[src/rtl/mem_port_arbiter_pkg.sv]
// Shared types and widths for the memory port arbiter.
//   owner_e      : tag identifying which requester owns an in-flight read
//   MEM_DATA_W   : memory read data width
//   STARVE_CNT_W : width of the fetch starvation counter
package v850_mem_pkg;

  localparam int MEM_DATA_W   = 64;
  localparam int STARVE_CNT_W = 4;

  typedef enum logic [1:0] {
    OWN_NONE = 2'd0,
    OWN_IF   = 2'd1,
    OWN_DM   = 2'd2
  } owner_e;

endpackage

[src/rtl/mem_port_arbiter_resp_tracker.sv]
// mem_resp_tracker: MEM_LAT-deep shift register of read owner tags.
// Memory latency is fixed, so the tag pushed with a grant reaches the head
// exactly when its read data arrives.
//   clk, rst_n : clock, async active-low reset (clears all tags to OWN_NONE)
//   push_tag   : owner of the access granted this cycle (OWN_NONE if none/write)
//   head_tag   : owner of the read data on mem_rdata_i this cycle
module mem_resp_tracker
  import v850_mem_pkg::*;
#(
  parameter int MEM_LAT = 1
) (
  input  logic   clk,
  input  logic   rst_n,
  input  owner_e push_tag,
  output owner_e head_tag
);

  logic [MEM_LAT-1:0][1:0] tag_pipe;

  always_ff @(posedge clk or negedge rst_n) begin
    if (!rst_n) begin
      tag_pipe <= '0;
    end else begin
      tag_pipe[0] <= push_tag;
      for (int i = 1; i < MEM_LAT; i++) tag_pipe[i] <= tag_pipe[i-1];
    end
  end

  assign head_tag = owner_e'(tag_pipe[MEM_LAT-1]);

endmodule

[src/rtl/mem_port_arbiter.sv]
// mem_port_arbiter: shares one 64-bit memory port between instruction fetch
// and the load/store unit. Data has priority; a starvation counter forces a
// fetch grant after STARVE_MAX consecutive denied fetch cycles.
//   if_*   : fetch read request / grant / response
//   dm_*   : data read/write request / grant / response
//   mem_*  : memory port (byte address, strobe, write data/enables, read data)
// Grants are combinational and only issued while mem_ready_i is high.
module mem_port_arbiter
  import v850_mem_pkg::*;
#(
  parameter int ADDR_W     = 25,
  parameter int MEM_LAT    = 1,
  parameter int STARVE_MAX = 4
) (
  input  logic                  clk,
  input  logic                  rst_n,
  input  logic                  if_req_i,
  input  logic [ADDR_W-1:0]     if_addr_i,
  output logic                  if_gnt_o,
  output logic                  if_rvalid_o,
  output logic [MEM_DATA_W-1:0] if_rdata_o,
  input  logic                  dm_req_i,
  input  logic                  dm_we_i,
  input  logic [ADDR_W-1:0]     dm_addr_i,
  input  logic [31:0]           dm_wdata_i,
  input  logic [3:0]            dm_be_i,
  output logic                  dm_gnt_o,
  output logic                  dm_rvalid_o,
  output logic [MEM_DATA_W-1:0] dm_rdata_o,
  output logic                  mem_req_o,
  output logic                  mem_we_o,
  output logic [ADDR_W:0]       mem_addr_o,
  output logic [31:0]           mem_wdata_o,
  output logic [3:0]            mem_be_o,
  input  logic                  mem_ready_i,
  input  logic [MEM_DATA_W-1:0] mem_rdata_i
);

  localparam logic [STARVE_CNT_W-1:0] STARVE_LIM = STARVE_CNT_W'(STARVE_MAX);

  logic [STARVE_CNT_W-1:0] starve_cnt;
  logic                    if_win;
  logic                    dm_wr;
  owner_e                  push_tag;
  owner_e                  head_tag;

  always_comb begin
    if_win   = if_req_i && (!dm_req_i || starve_cnt == STARVE_LIM);
    // rst_n gates the grants so every output reads 0 while reset is held,
    // even if requesters keep their requests up.
    if_gnt_o = rst_n && mem_ready_i && if_win;
    dm_gnt_o = rst_n && mem_ready_i && dm_req_i && !if_win;
    dm_wr    = dm_gnt_o && dm_we_i;

    mem_req_o   = if_gnt_o || dm_gnt_o;
    mem_we_o    = dm_wr;
    mem_addr_o  = '0;
    mem_wdata_o = '0;
    mem_be_o    = '0;
    push_tag    = OWN_NONE;
    if (if_gnt_o) begin
      mem_addr_o = {if_addr_i, 1'b0};
      push_tag   = OWN_IF;
    end else if (dm_gnt_o) begin
      mem_addr_o = {dm_addr_i, 1'b0};
      if (dm_wr) begin
        mem_wdata_o = dm_wdata_i;
        mem_be_o    = dm_be_i;
      end else begin
        push_tag = OWN_DM;
      end
    end
  end

  // Denied fetch cycles count whether lost to data or to a memory stall.
  always_ff @(posedge clk or negedge rst_n) begin
    if (!rst_n)                      starve_cnt <= '0;
    else if (!if_req_i || if_gnt_o)  starve_cnt <= '0;
    else if (starve_cnt < STARVE_LIM) starve_cnt <= starve_cnt + 1'b1;
  end

  mem_resp_tracker #(.MEM_LAT(MEM_LAT)) u_tracker (
    .clk      (clk),
    .rst_n    (rst_n),
    .push_tag (push_tag),
    .head_tag (head_tag)
  );

  assign if_rvalid_o = (head_tag == OWN_IF);
  assign dm_rvalid_o = (head_tag == OWN_DM);
  assign if_rdata_o  = mem_rdata_i;
  assign dm_rdata_o  = mem_rdata_i;

endmodule

[config.mk]
export PLATFORM = sky130hd
export DESIGN_NAME = mem_port_arbiter
export DESIGN_NICKNAME = d
export VERILOG_FILES = /design/src/rtl/mem_port_arbiter_pkg.sv /design/src/rtl/mem_port_arbiter_resp_tracker.sv /design/src/rtl/mem_port_arbiter.sv
export SDC_FILE = /design/constraint.sdc
export NUM_CORES = 1
export LEC_CHECK = 0
export BUFFER_PORTS_ARGS = -buffer_cell sky130_fd_sc_hd__buf_4
export CAP_MARGIN = 20
export CELL_PAD_IN_SITES_DETAIL_PLACEMENT = 1
export CELL_PAD_IN_SITES_GLOBAL_PLACEMENT = 1
export CORE_AREA = 5 5 132 134
export CTS_CLUSTER_SIZE = 40
export DETAILED_ROUTE_END_ITERATION = 10
export DIE_AREA = 0 0 137 139
export PLACE_DENSITY_LB_ADDON = 0.05
export SYNTH_ARGS = -nofsm -noshare
export SYNTH_HDL_FRONTEND = slang
export SYNTH_SLANG_ARGS = --single-unit
[constraint.sdc]
create_clock -name clk -period 2.15 [get_ports clk]
set_clock_uncertainty 0.15 [all_clocks]
set_input_delay 0.43 -clock clk [delete_from_list [all_inputs] [get_ports clk]]
set_output_delay 0.43 -clock clk [all_outputs]
set_load 0.01 [all_outputs]
* Word level (Yosys, flattened, before mapping)
Index checks and enable logic that the tools add are counted.
** Cells by class
- $add $sub $neg :: 1
- Magnitude comparators :: 1
- Equality and inequality tests :: 3
- Mux-type cells :: 13
- Reduce and logical (&&, ||, !) cells :: 13
** Operators with widths (number)
- $mux W32 :: 3
- $mux W26 :: 2
- $mux W4 :: 5
- $logic_and A1 B1 Y1 :: 6
- $mux W2 :: 3
- $add A4 B1 Y4 const B :: 1
- $eq A4 B3 Y1 const B :: 1
- $lt A4 B3 Y1 const B :: 1
- $logic_not A1 Y1 :: 3
- $logic_or A1 B1 Y1 :: 3
- $eq A2 B1 Y1 const B :: 1
- $eq A2 B2 Y1 const B :: 1
- $reduce_bool A2 Y1 :: 1
** Storage, ports and cells
- Register bits :: 6

* Depth between registers and ports, before layout
- Depth in word-level cells :: 9
- Gate-level depth with buffers :: 7
- Gate-level depth less buffers :: 5

* Cells and area by module
Synthesis repeated with hierarchy kept, for this count alone.
** Unflattened totals
- Cells, all modules :: 298
- Area, all modules :: 1989.4 sq um
** Modules (own cells, without submodules)
- mem_port_arbiter :: instances 1, cells an instance 296, area an instance 1939.4 sq um, sequential area each 100.1 sq um
- mem_resp_tracker :: instances 1, cells an instance 2, area an instance 50.0 sq um, sequential area each 50.0 sq um

* Worst setup path after synthesis
No wires, ideal clock.
- Path type :: flip-flop to output port
- From :: register starve_cnt[0]
- To :: output port mem_addr_o[18]
- Arrival time :: 1.390 ns
- Required time :: 1.570 ns
- Setup slack :: 0.180 ns
- Stages on the path, launching flop included :: 7
- Cells stage by stage :: dfrtp_1 inv_1 ha_1 and3b_1 o21ai_2 buf_2 o22ai_1
** On the way
- Longest elaborated chain between the ends :: 7
** RTL lines
- start: declaration :: RTL line mem_port_arbiter.sv:41 : logic [STARVE_CNT_W-1:0] starve_cnt;
- start signal: assignment :: RTL line mem_port_arbiter.sv:79 : else if (starve_cnt < STARVE_LIM) starve_cnt <= starve_cnt + 1'b1;
- $eq A4 B3 Y1 * :: RTL line mem_port_arbiter.sv:48 : if_win = if_req_i && (!dm_req_i || starve_cnt == STARVE_LIM);
- $logic_or A1 B1 Y1 * :: RTL line mem_port_arbiter.sv:48
- $logic_and A1 B1 Y1 * :: RTL line mem_port_arbiter.sv:48
- $logic_not A1 Y1 :: RTL line mem_port_arbiter.sv:52 : dm_gnt_o = rst_n && mem_ready_i && dm_req_i && !if_win;
- $logic_and A1 B1 Y1 :: RTL line mem_port_arbiter.sv:52
- $mux W26 :: RTL line mem_port_arbiter.sv:64 : end else if (dm_gnt_o) begin
- $mux W26 * :: RTL line mem_port_arbiter.sv:61 : if (if_gnt_o) begin
- end: declaration :: RTL line mem_port_arbiter.sv:32 : output logic [ADDR_W:0] mem_addr_o,
Every way passes the cells marked *; elsewhere a longest branch is shown, timed or not.

* Worst setup path in the final report
- From :: register starve_cnt[1]
- To :: output port mem_addr_o[2]
Same word-level chain as after synthesis.

==> run metrics <==
Die Y=139 µm; Reg area=150 µm²; status=finished with violations; RSZ-0062 raised after global routing=true; vias per std cell=3.55; GR Util All Layers=8.50%; die area=0.0190 mm²; antenna violations before repair=0; Finished Layout Cells=547; total net switching power=239 µW; diode count=0; CP required=1.57 ns; Worst Hold Class=in2reg; starting DRC count in detailed routing=21; Setup crit end kind=output pin; reg2reg start=starve_cnt[1]; Area growth, synth to finish=48.4%; Final Net Count=487; synthesized area=0.00199 mm²; vias in the first global route=2089; Reg clk slew, reported paths=0.04 ns; final hold violations=0; Tot Pwr=839 µW; clk sinks=6; worst-path fanout max=26; Clock H-tree levels=1; crit path time final=2.21 ns; CP max stage cell=dfrtp_1; Filler Cells Inserted=1915; fin util=18.3%; commonest non-fill, non-tap cell in the layout=buf_4; Switching Share=28.6%; Overflow after GRT=0; Final Wtd Congestion=0.677; Critical R2R Capture=u_tracker.head_tag[1]; Clk pwr share=36.1%; CP top delay family=buffers and inverters; I/O pin total=352; syn_area_per_cell=6.68 µm²; row cnt=47; WP depth=7; TritonCTS Buffers=3; Antenna Nets Post-Route=0; #FFs+latches synth=6; clock tree buffer depth=2; placed cell area=0.00251 mm²; max-slew violations=0; syn nets=456; DP Cell Count=538; critical path class=reg2out; worst skew pair latency=0.23 ns; post-route cell area=0.00295 mm²; DRT Pass-1 Iters=4; IO Port Bufs=158; failing checks=setup timing; final setup fails=63; CP endpoint=mem_addr_o[2]; Max VDD drop=0.221 mV; R2R cell count=6; Tcrit/Tclk final=103%; post-synthesis cell count=298; layout cells sized above 1=64.8%; chip width=137 µm; Synthesis Warnings=0; LEAKAGE=1.39 nW; WP buf/inv=3; most frequent cells in the layout=130 x buf_4, 54 x nand2_1, 36 x buf_6; PwrDens=284 mW/mm²; Crit path arrival time=1.63 ns; dpl hpwl=6910 µm; via count=1940; root buffer cell=clkbuf_16; internal power=599 µW; CTS tree=yes; final setup TNS=-2.58 ns; worst setup margin=-0.0573 ns; crit-path cells=inv_2 > ha_4 > and3b_1 > o21ai_2 > buf_12 > o22ai_1 > buf_4; f_max=0.453 GHz; max incr delay on CP=0.36 ns; Distinct cells, synth=26; critical path startpoint=starve_cnt[1]; pin count of the biggest net entering global routing=52; hold slack=0.410 ns; first-pass GRT wire length=12600 µm; Max-Cap Viols=0; Wirelength per Cell=16.2 µm; Multi-input gate area=921 µm²; Post-Place Worst Slack=0.0837 ns; Comb power frac=49.0%; R2R Setup Slk=0.63 ns; Flop pwr share=14.9%; Post-Route WL=8860 µm; Critical Path Start Type=register; starting density of the core=12.3%; core area=0.0162 mm²; sequential cell area fraction in the yosys report=7.55%; Remaining DRCs=0
## cell usage after synthesis
cell type | count | area share, %
nand2b_1 | 1 | 0.31
clkbuf_2 | 1 | 0.25
inv_1 | 4 | 0.75
a211oi_1 | 1 | 0.38
mux2i_1 | 1 | 0.50
buf_4 | 129 | 49
nor2_1 | 6 | 1.1
and3_4 | 1 | 0.57
ha_1 | 2 | 1.3
and3_1 | 36 | 11
conb_1 | 1 | 0.19
buf_6 | 3 | 1.7
o22ai_1 | 25 | 7.9
dfrtp_1 | 6 | 7.5
and3b_1 | 1 | 0.44
o21ai_2 | 1 | 0.44
nand3_1 | 1 | 0.25
nand4b_1 | 1 | 0.44
clkbuf_1 | 8 | 1.5
and2_1 | 2 | 0.63
a21oi_1 | 1 | 0.25
buf_2 | 6 | 1.5
nand2_1 | 54 | 10
a311oi_1 | 1 | 0.44
nor2b_1 | 3 | 0.94
o21ai_0 | 2 | 0.50
## final cells by class
cell class              instances  area share [%]
clock buffers                   3            2.54
multi-input cells             141            31.2
repair buffers                173            51.4
well taps                     220            9.32
inverters                       4           0.508
flip-flops and latches          6            5.08
## logic make-up (layout without fill, tap and decap cells)
logic type                 after synthesis  in the layout  share of synthesized area [%]
AOI/OAI and AO/OA                       31             31                           9.87
other                                    1              1                          0.188
buffers and inverters                  151            180                           54.4
and+or+nand+nor                        106            106                           26.2
DFF                                      6              6                           7.55
muxes                                    1              1                          0.503
adders and majority gates                2              2                           1.26
## routing by layer
metal / vias to the layer above / global-route usage [%] / wire length (µm)
li1: 907 / - / -
met1: 883 / 7.76 / 2720
met2: 104 / 16.2 / 4890
met3: 46 / 3.59 / 907
met4: 0 / 3.31 / 343
met5: - / 0 / 0
## worst min path at each step
stage | from | end | slack (ns) | cells after the start
after floorplan | rst_n | starve_cnt[0] | -0.02 | 0
after detailed placement | rst_n | u_tracker.head_tag[0] | 0.20 | 2
after global routing | mem_ready_i | u_tracker.head_tag[0] | 0.44 | 3
final | mem_ready_i | u_tracker.head_tag[0] | 0.41 | 3
after global placement | rst_n | u_tracker.head_tag[0] | 0.21 | 2
after CTS | mem_ready_i | u_tracker.head_tag[0] | 0.42 | 3
## flip-flops by register name (all words and copies together) (netlist names)
| register | cells |
|---|---|
| starve_cnt | 4 |
| u_tracker.head_tag | 2 |
## what timing repair did
item	4_1_cts	5_1_grt
gates resized for setup	61	9
setup endpoints to repair	63	63
hold buffers	1	0
cloned	0	2
pin swaps	7	15
endpoints found under the hold margin	6	0
setup buffers	2	1
## power by group through the flow
| stage | registers [mW] | clock network (mW) | logic [mW] |
|---|---|---|---|
| finish | 0.125 | 0.302 | 0.411 |
| global route | 0.126 | 0.319 | 0.451 |
| floorplan | 0.126 | 0 | 0.376 |
| global placement | 0.126 | 0 | 0.375 |
| detailed placement | 0.126 | 0 | 0.372 |
| CTS | 0.125 | 0.311 | 0.410 |
## worst reg2reg max path: stages, from the launching register on
cell      delay, ns
dfrtp_1        0.36
inv_2          0.05
ha_4           0.15
nand4b_1       0.11
and3_4         0.28
buf_6          0.15
nor2b_1        0.18
Note: power is estimated with default switching activity, not from simulation.
